## src/rtl/div_pkg.sv

```systemverilog
// ============================================================================
// Module   : div_pkg
// Purpose  : Shared FSM state encoding and default operand width for the
//            sequential restoring divider.
// Revision : 1.0
// ============================================================================
`default_nettype none

package div_pkg;

    localparam int DIV_WIDTH = 8;

    typedef enum logic [1:0] {
        IDLE = 2'd0,
        RUN  = 2'd1,
        DONE = 2'd2
    } state_t;

endpackage

`default_nettype wire

```

## src/rtl/trial_sub.sv

```systemverilog
// ============================================================================
// Module   : trial_sub
// Purpose  : Combinational trial subtractor a - b computed as a + ~b + 1;
//            borrow is the inverted carry-out.
// Revision : 1.0
// ============================================================================
`default_nettype none

module trial_sub #(
    parameter int W = 9
) (
    input  logic [W-1:0] a,
    input  logic [W-1:0] b,
    output logic [W-1:0] diff,
    output logic         borrow
);

    logic [W:0] w_sum;

    assign w_sum  = {1'b0, a} + {1'b0, ~b} + {{W{1'b0}}, 1'b1};
    assign diff   = w_sum[W-1:0];
    assign borrow = ~w_sum[W];

endmodule

`default_nettype wire

```

## src/rtl/seq_divider_8.sv

```systemverilog
// ============================================================================
// Module   : seq_divider_8
// Purpose  : Unsigned restoring divider, one quotient bit per clock.
// Revision : 1.0
// ============================================================================
`default_nettype none

module seq_divider_8
    import div_pkg::*;
#(
    parameter int WIDTH = DIV_WIDTH
) (
    input  logic             clk,
    input  logic             rst_n,
    input  logic             start,
    input  logic [WIDTH-1:0] dividend,
    input  logic [WIDTH-1:0] divisor,
    output logic             busy,
    output logic             done,
    output logic [WIDTH-1:0] quotient,
    output logic [WIDTH-1:0] remainder,
    output logic             div_by_zero
);

    localparam int CW = $clog2(WIDTH + 1);

    state_t           state_q, state_d;
    logic [CW-1:0]    cnt_q, cnt_d;
    logic [WIDTH-1:0] rem_q, rem_d;
    logic [WIDTH-1:0] dvd_q, dvd_d;
    logic [WIDTH-1:0] dsr_q, dsr_d;
    logic             pend_q, pend_d;
    logic [WIDTH-1:0] quo_q, quo_d;
    logic [WIDTH-1:0] rmd_q, rmd_d;
    logic             dbz_q, dbz_d;

    logic [WIDTH:0]   w_upper;
    logic [WIDTH:0]   w_diff;
    logic             w_borrow;
    logic             w_unused_diff_msb;
    logic [WIDTH-1:0] w_step_rem;
    logic [WIDTH-1:0] w_step_dvd;
    logic             w_load;

    // Upper half of {partial remainder, dividend} after the left shift.
    assign w_upper = {rem_q, dvd_q[WIDTH-1]};

    trial_sub #(
        .W (WIDTH + 1)
    ) u_trial_sub (
        .a      (w_upper),
        .b      ({1'b0, dsr_q}),
        .diff   (w_diff),
        .borrow (w_borrow)
    );

    assign w_unused_diff_msb = w_diff[WIDTH];
    assign w_step_rem        = w_borrow ? w_upper[WIDTH-1:0] : w_diff[WIDTH-1:0];
    assign w_step_dvd        = {dvd_q[WIDTH-2:0], ~w_borrow};

    // A zero divisor parks one cycle in IDLE with pend_q set, then reports.
    assign w_load = start && (((state_q == IDLE) && !pend_q) || (state_q == DONE));

    always_comb begin
        state_d = state_q;
        cnt_d   = cnt_q;
        rem_d   = rem_q;
        dvd_d   = dvd_q;
        dsr_d   = dsr_q;
        pend_d  = pend_q;
        quo_d   = quo_q;
        rmd_d   = rmd_q;
        dbz_d   = dbz_q;

        case (state_q)
            IDLE: begin
                if (pend_q) begin
                    quo_d   = '1;
                    rmd_d   = dvd_q;
                    dbz_d   = 1'b1;
                    pend_d  = 1'b0;
                    state_d = DONE;
                end
            end
            RUN: begin
                rem_d = w_step_rem;
                dvd_d = w_step_dvd;
                cnt_d = cnt_q - CW'(1);
                if (cnt_q == CW'(1)) begin
                    quo_d   = w_step_dvd;
                    rmd_d   = w_step_rem;
                    dbz_d   = 1'b0;
                    state_d = DONE;
                end
            end
            DONE: begin
                state_d = IDLE;
            end
            default: begin
                state_d = IDLE;
            end
        endcase

        if (w_load) begin
            dvd_d = dividend;
            dsr_d = divisor;
            rem_d = '0;
            if (divisor != '0) begin
                cnt_d   = CW'(WIDTH);
                state_d = RUN;
            end else begin
                cnt_d   = '0;
                pend_d  = 1'b1;
                state_d = IDLE;
            end
        end
    end

    always_ff @(posedge clk or negedge rst_n) begin
        if (!rst_n) begin
            state_q <= IDLE;
            cnt_q   <= '0;
            rem_q   <= '0;
            dvd_q   <= '0;
            dsr_q   <= '0;
            pend_q  <= 1'b0;
            quo_q   <= '0;
            rmd_q   <= '0;
            dbz_q   <= 1'b0;
        end else begin
            state_q <= state_d;
            cnt_q   <= cnt_d;
            rem_q   <= rem_d;
            dvd_q   <= dvd_d;
            dsr_q   <= dsr_d;
            pend_q  <= pend_d;
            quo_q   <= quo_d;
            rmd_q   <= rmd_d;
            dbz_q   <= dbz_d;
        end
    end

    assign busy        = (state_q == RUN) || pend_q;
    assign done        = (state_q == DONE);
    assign quotient    = quo_q;
    assign remainder   = rmd_q;
    assign div_by_zero = dbz_q;

endmodule

`default_nettype wire

```

## config.mk

```make
export PLATFORM = sky130hd
export DESIGN_NAME = seq_divider_8
export DESIGN_NICKNAME = d
export VERILOG_FILES = /design/src/rtl/div_pkg.sv /design/src/rtl/trial_sub.sv /design/src/rtl/seq_divider_8.sv
export SDC_FILE = /design/constraint.sdc
export NUM_CORES = 1
export LEC_CHECK = 0
export CORE_MARGIN = 10
export CORE_UTILIZATION = 40
export CTS_CLUSTER_DIAMETER = 30
export CTS_CLUSTER_SIZE = 20
export DETAILED_ROUTE_END_ITERATION = 12
export GPL_ROUTABILITY_DRIVEN = 0
export SLEW_MARGIN = 20
export SYNTH_ARGS = -nofsm -noshare
export SYNTH_HDL_FRONTEND = slang
export SYNTH_SLANG_ARGS = --single-unit
```

## constraint.sdc

```tcl
create_clock -name clk -period 2.7 [get_ports clk]
set_input_delay 0.81 -clock clk [delete_from_list [all_inputs] [get_ports clk]]
set_output_delay 0.81 -clock clk [all_outputs]
set_load 0.03 [all_outputs]
```

### Yosys cells after proc, flatten, opt, wreduce, memory -nomap -nowiden

Cells that the tools add are included.

* muxes and demuxes: 25
* bitwise logic cells: 1
* reductions and logical operators: 11
* add/sub/neg operators: 3
* equality and inequality tests: 7

Operator list (number)
* $mux 8: 9
* $pmux 8 s2: 2
* $mux 4: 3
* $add 10x1->10 const B: 1
* $add 9x9->10: 1
* $not 8->9: 1
* $reduce_bool 8->1: 1
* $mux 1: 6
* $mux 2: 3
* $ne 3x3->1 const B: 2
* $eq 4x1->1 const B: 1
* $ne 2x2->1 const B: 2
* $pmux 2 s2: 1
* $reduce_bool 2->1: 2
* $sub 4x1->4 const B: 1
* $reduce_and 3->1: 1
* $eq 2x1->1 const B: 1
* $eq 2x2->1 const B: 1
* $logic_and 1x1->1: 2
* $logic_not 2->1: 1
* $logic_or 1x1->1: 2
* $pmux 1 s2: 1
* $reduce_and 2->1: 1
* $logic_not 1->1: 1

* bits in registers: 48
* input bits: 19
* output and inout bits: 19
* word-level logic and storage cells: 56

### Longest topological paths before layout

* depth in word-level cells: 6
* depth in mapped cells: 8
* depth with buffers taken out: 8

### Hierarchy

Synthesis repeated with hierarchy kept, for this count alone.

* cells, all modules: 265
* area, all modules: 2710.1 µm²

By module, submodules not included
* seq_divider_8: area an instance 2267.2 µm², sequential area each 1201.2 µm², cells each 205, times used 1
* trial_sub: area an instance 442.9 µm², sequential area each 0.0 µm², cells each 60, times used 1

### Least setup slack after synthesis

Ideal clock, no wire load.

* path type: reg-to-reg
* start: register rem_q[5]
* end: register rmd_q[0] (netlist: remainder[0])
* stages on the path, launching flop included: 8
* setup time: 91 ps
* buffers on the path: 1
* period minus slack after synthesis: 2084 ps
* path slack: 616 ps
* arrival: 1993 ps
* path through: dfrtp_1 -> ha_1 -> buf_6 -> a21oi_4 -> o21ai_4 -> nor3_4 -> mux2_4 -> o221ai_1

* word-level cells in the longest chain between the ends: 5

RTL lines
* start, declared: RTL line seq_divider_8.sv:29 `logic [WIDTH-1:0] rem_q, rem_d;`
* start signal, assigned: RTL line seq_divider_8.sv:133 `rem_q <= rem_d;`
* $add 9x9->10: RTL line trial_sub.sv:20 `assign w_sum = {1'b0, a} + {1'b0, ~b} + {{W{1'b0}}, 1'b1};`
* $add 10x1->10: RTL line trial_sub.sv:20
* $mux 8: RTL line seq_divider_8.sv:58 `assign w_step_rem = w_borrow ? w_upper[WIDTH-1:0] : w_diff[WIDTH-1:0];`
* $mux 8: RTL line seq_divider_8.sv:89 `if (cnt_q == CW'(1)) begin`
* $pmux 8 s2: RTL line seq_divider_8.sv:75 `case (state_q)`
* end signal, assigned: RTL line seq_divider_8.sv:138 `rmd_q <= rmd_d;`
* end, declared: RTL line seq_divider_8.sv:34 `logic [WIDTH-1:0] rmd_q, rmd_d;`

Every way passes these cells. The select of a mux whose other input is x is not followed.
A chain may end at the register's enable or synchronous reset.

### Final worst setup path

* start: register state_q[1]
* end: output port busy

* word-level cells in the longest chain between the ends: 2

RTL lines
* start, declared: RTL line seq_divider_8.sv:27 `state_t state_q, state_d;`
* start signal, assigned: RTL line seq_divider_8.sv:131 `state_q <= state_d;`
* $eq 2x1->1: RTL line seq_divider_8.sv:143 `assign busy = (state_q == RUN) || pend_q;`
* $logic_or 1x1->1: RTL line seq_divider_8.sv:143
* end, declared: RTL line seq_divider_8.sv:18 `output logic busy,`

Every way passes these cells.

==> results.sh <==
export IMPL_status="completed"
export IMPL_detail_route_antenna_nets=0
export IMPL_drv_max_cap_violation_count=0
export IMPL_chipWidth_um=101.6
export IMPL_route_final_wire_length_um=6555
export IMPL_hold_class="input port to async pin"
export IMPL_final_min_clock_period_ns=2.563
export IMPL_global_route_overflow_total=0
export IMPL_crit_path_max_incr_delay_ns=0.68
export IMPL_insertion_delay_ns=0.31
export IMPL_final_standard_cell_utilization_of_the_core=0.5061
export IMPL_yosys_area_top_type_share=0.4505
export IMPL_netlist_top_cells_area="dfrtp_1, nand2_1, o21ai_0, a21oi_1, ha_1"
export IMPL_setup_worst_path_end_class="primary output"
export IMPL_core_area_um2=6422
export IMPL_synth_seq_cells=48
export IMPL_critical_path_class="flop to primary output"
export IMPL_netlist_top_cell_by_area="dfrtp_1"
export IMPL_areaGrowthSynthToFinish_pct=21.91
export IMPL_clock_tree_buffer_depth=2
export IMPL_grtUsageTotal=0.1308
export IMPL_nets_finish=366
export IMPL_synthesized_nets=328
export IMPL_post_layout_total_power_mw=4.744
export IMPL_postCtsHoldBufs=0
export IMPL_cp_num_buf_inv=1
export IMPL_max_freq_ghz=0.3901
export IMPL_cts_tree="done"
export IMPL_ys_async_sr_fraction=1.000
export IMPL_critPathArrivalTime_ns=1.75
export IMPL_cts_resized=0
export IMPL_detail_route_drc_violations=0
export IMPL_slew_viol_final=0
export IMPL_wl_per_cell_um=15.83
export IMPL_static_leakage_power_nw=1.383
export IMPL_post_layout_nonfiller_instances=414
export IMPL_register_clock_pin_slew_on_the_reported_worst_setup_and_hold_paths_ns=0.10
export IMPL_cts_root_buf="clkbuf_8"
export IMPL_irDropWorstVdd_v=0.0006212
export IMPL_firstDrtPassIters=6
export IMPL_crit_required_ns=1.89
export IMPL_synth_avg_cell_area_um2=8.947
export IMPL_grt_pass1_wl_um=10630
export IMPL_buffer_ports_inserted=37
export IMPL_cts_htree_levels=2
export IMPL_rsz0062_at_grt="no"
export IMPL_syn_cell_area_um2=2666
export IMPL_layout_commonest_cell="nand2_1"
export IMPL_timing_critical_path_mode_cell="nand2b_1"
export IMPL_timing_worst_slew_pin_value_ns=0.6855
export IMPL_detail_route_iter0_violations=80
export IMPL_setup_viol=0
export IMPL_total_power_divided_by_cell_area_nw_per_um2=1459
export IMPL_synth_edff_count=0
export IMPL_timing_final_crit_share=0.9494
export IMPL_final_hold_worst_slack_ns=0.4726
export IMPL_number_of_antenna_violations_at_the_first_check_in_global_routing=0
export IMPL_design_die_area_um2=10330
export IMPL_max_slew_margin_rel=0.5413
export IMPL_slowest_stage="clkdlybuf4s50_1"
export IMPL_detailroute_wirelength_met3_um=348
export IMPL_path_delay_family="buffers and inverters"
export IMPL_starting_density=0.4152
export IMPL_floorplan_die_height_um=101.6
export IMPL_synth_yosys_warnings=0
export IMPL_timing_critical_path_from_type="flop"
export IMPL_yosysUniqueCellTypes=43
export IMPL_rows=29
export IMPL_vias=2229
export IMPL_clock_sink_count=48
export IMPL_finalSetupTns_ns=0
export IMPL_n_antenna_cell=0
export IMPL_filler_cell_count=601
export IMPL_post_synth_inst_count=298
export IMPL_yosys_most_used_dff="dfrtp_1"
export IMPL_maximum_number_of_pins_on_one_net_before_global_route_repair=49
export IMPL_met2_length_um=3021
export IMPL_tritoncts_num_buffers=5
export IMPL_avgViaCountPerCell=5.384
export IMPL_crit_chain="nand2b_1, nand2b_1, clkdlybuf4s50_1"
export IMPL_final_layout_size_suffix_gt1_frac=0.09199
export IMPL_synth_seq_area_share=0.4505
export IMPL_most_frequent_cells_in_the_layout="nand2_1, dfrtp_1, clkdlybuf4s50_1"
export IMPL_topRoutingLayerUsed="met4"
export IMPL_via_count_of_the_first_global_routing_pass=2165
export IMPL_fin_skew_ns=0.01439
export IMPL_crit_path_max_fanout=10
export IMPL_hold_violations=0
export IMPL_route_layer_met1_wl_um=3113
export IMPL_boundaryPins=38
export IMPL_post_cts_repair_setup_buffers=0
export IMPL_post_dp_hpwl_um=4969
export IMPL_dp_cell_count=406
[layer usage]
metal / vias to the layer above / track usage
met5: - / 0
met4: 0 / 0.03960
met3: 7 / 0.03336
met2: 46 / 0.2122
met1: 1062 / 0.1672
li1: 1114 / -
[final cells by class]
type | count | area, um^2 | share of cell area
clock inverters | 2 | 15.01 | 0.004619
multi-input cells | 221 | 1354 | 0.4165
well taps | 77 | 96.34 | 0.02964
clock buffers | 6 | 82.58 | 0.02540
repair buffers | 47 | 452.9 | 0.1393
inverters | 13 | 48.80 | 0.01501
flip-flops and latches | 48 | 1201 | 0.3695
[cell usage after synthesis, types with 5 or more instances]
library cell and instances:
nor2_1 23, a31oi_1 10, clkbuf_1 13, nand2b_1 5, o21ai_0 34, inv_1 13, nand2_1 53, mux2i_1 5
dfrtp_1 48, a21oi_1 25, ha_1 10, nor2b_1 9
[metrics by stage]
stage / instance area, um^2 / worst slack [ns]
after global placement: 3153 / 0.4548
after floorplan: 2666 / 0.6156
after global routing: 3251 / 0.06462
final: 3251 / 0.1367
after detailed placement: 3153 / 0.3672
after CTS: 3251 / 0.1328
[sequential cells by signal, summed over array words and instances, names as in the netlist]
name and flops:
cnt_q 4, div_by_zero 1, dsr_q 8, dvd_q 8
pend_q 1, quotient 8, rem_q 8, remainder 8
state_q 2
[report_power, final]
part	switching, mW	total (mW)	internal (mW)
registers	0.259	1.34	1.08
logic	1.69	2.94	1.25
clock network	0.257	0.465	0.208
total	2.21	4.74	2.54
[logic make-up (layout without fill, tap and decap cells)]
family,count (synthesis),count (layout),share of synthesized area
compound gates,92,92,0.2173
xor+xnor,6,6,0.01971
fa+ha+maj,11,11,0.05443
buf+inv,29,68,0.04458
flops,48,48,0.4505
mux,8,8,0.03426
simple gates,104,104,0.1793
[worst register-to-register path, stage by stage (launching register included)]
cell,delay [ns]
dfrtp_1,0.40
ha_1,0.43
a21oi_4,0.27
o21ai_4,0.09
nor3_4,0.53
mux2_4,0.36
o221ai_1,0.17
[worst paths after layout]
| kind | start | slack [ns] | depth (start not counted) | endpoint |
|---|---|---|---|---|
| setup / recovery | state_q[1] | 0.14 | 3 | busy |
| hold / removal | rst_n | 0.47 | 2 | quotient[6] |
| setup reg to reg | rem_q[5] | 0.36 | 6 | remainder[0] |
| hold reg to reg | div_by_zero | 0.48 | 1 | div_by_zero |
| max in group asynchronous | rst_n | 1.99 | 2 | dvd_q[7] |
| min in group clk | div_by_zero | 0.48 | 1 | div_by_zero |
Note: power is estimated with default switching activity, not from simulation.
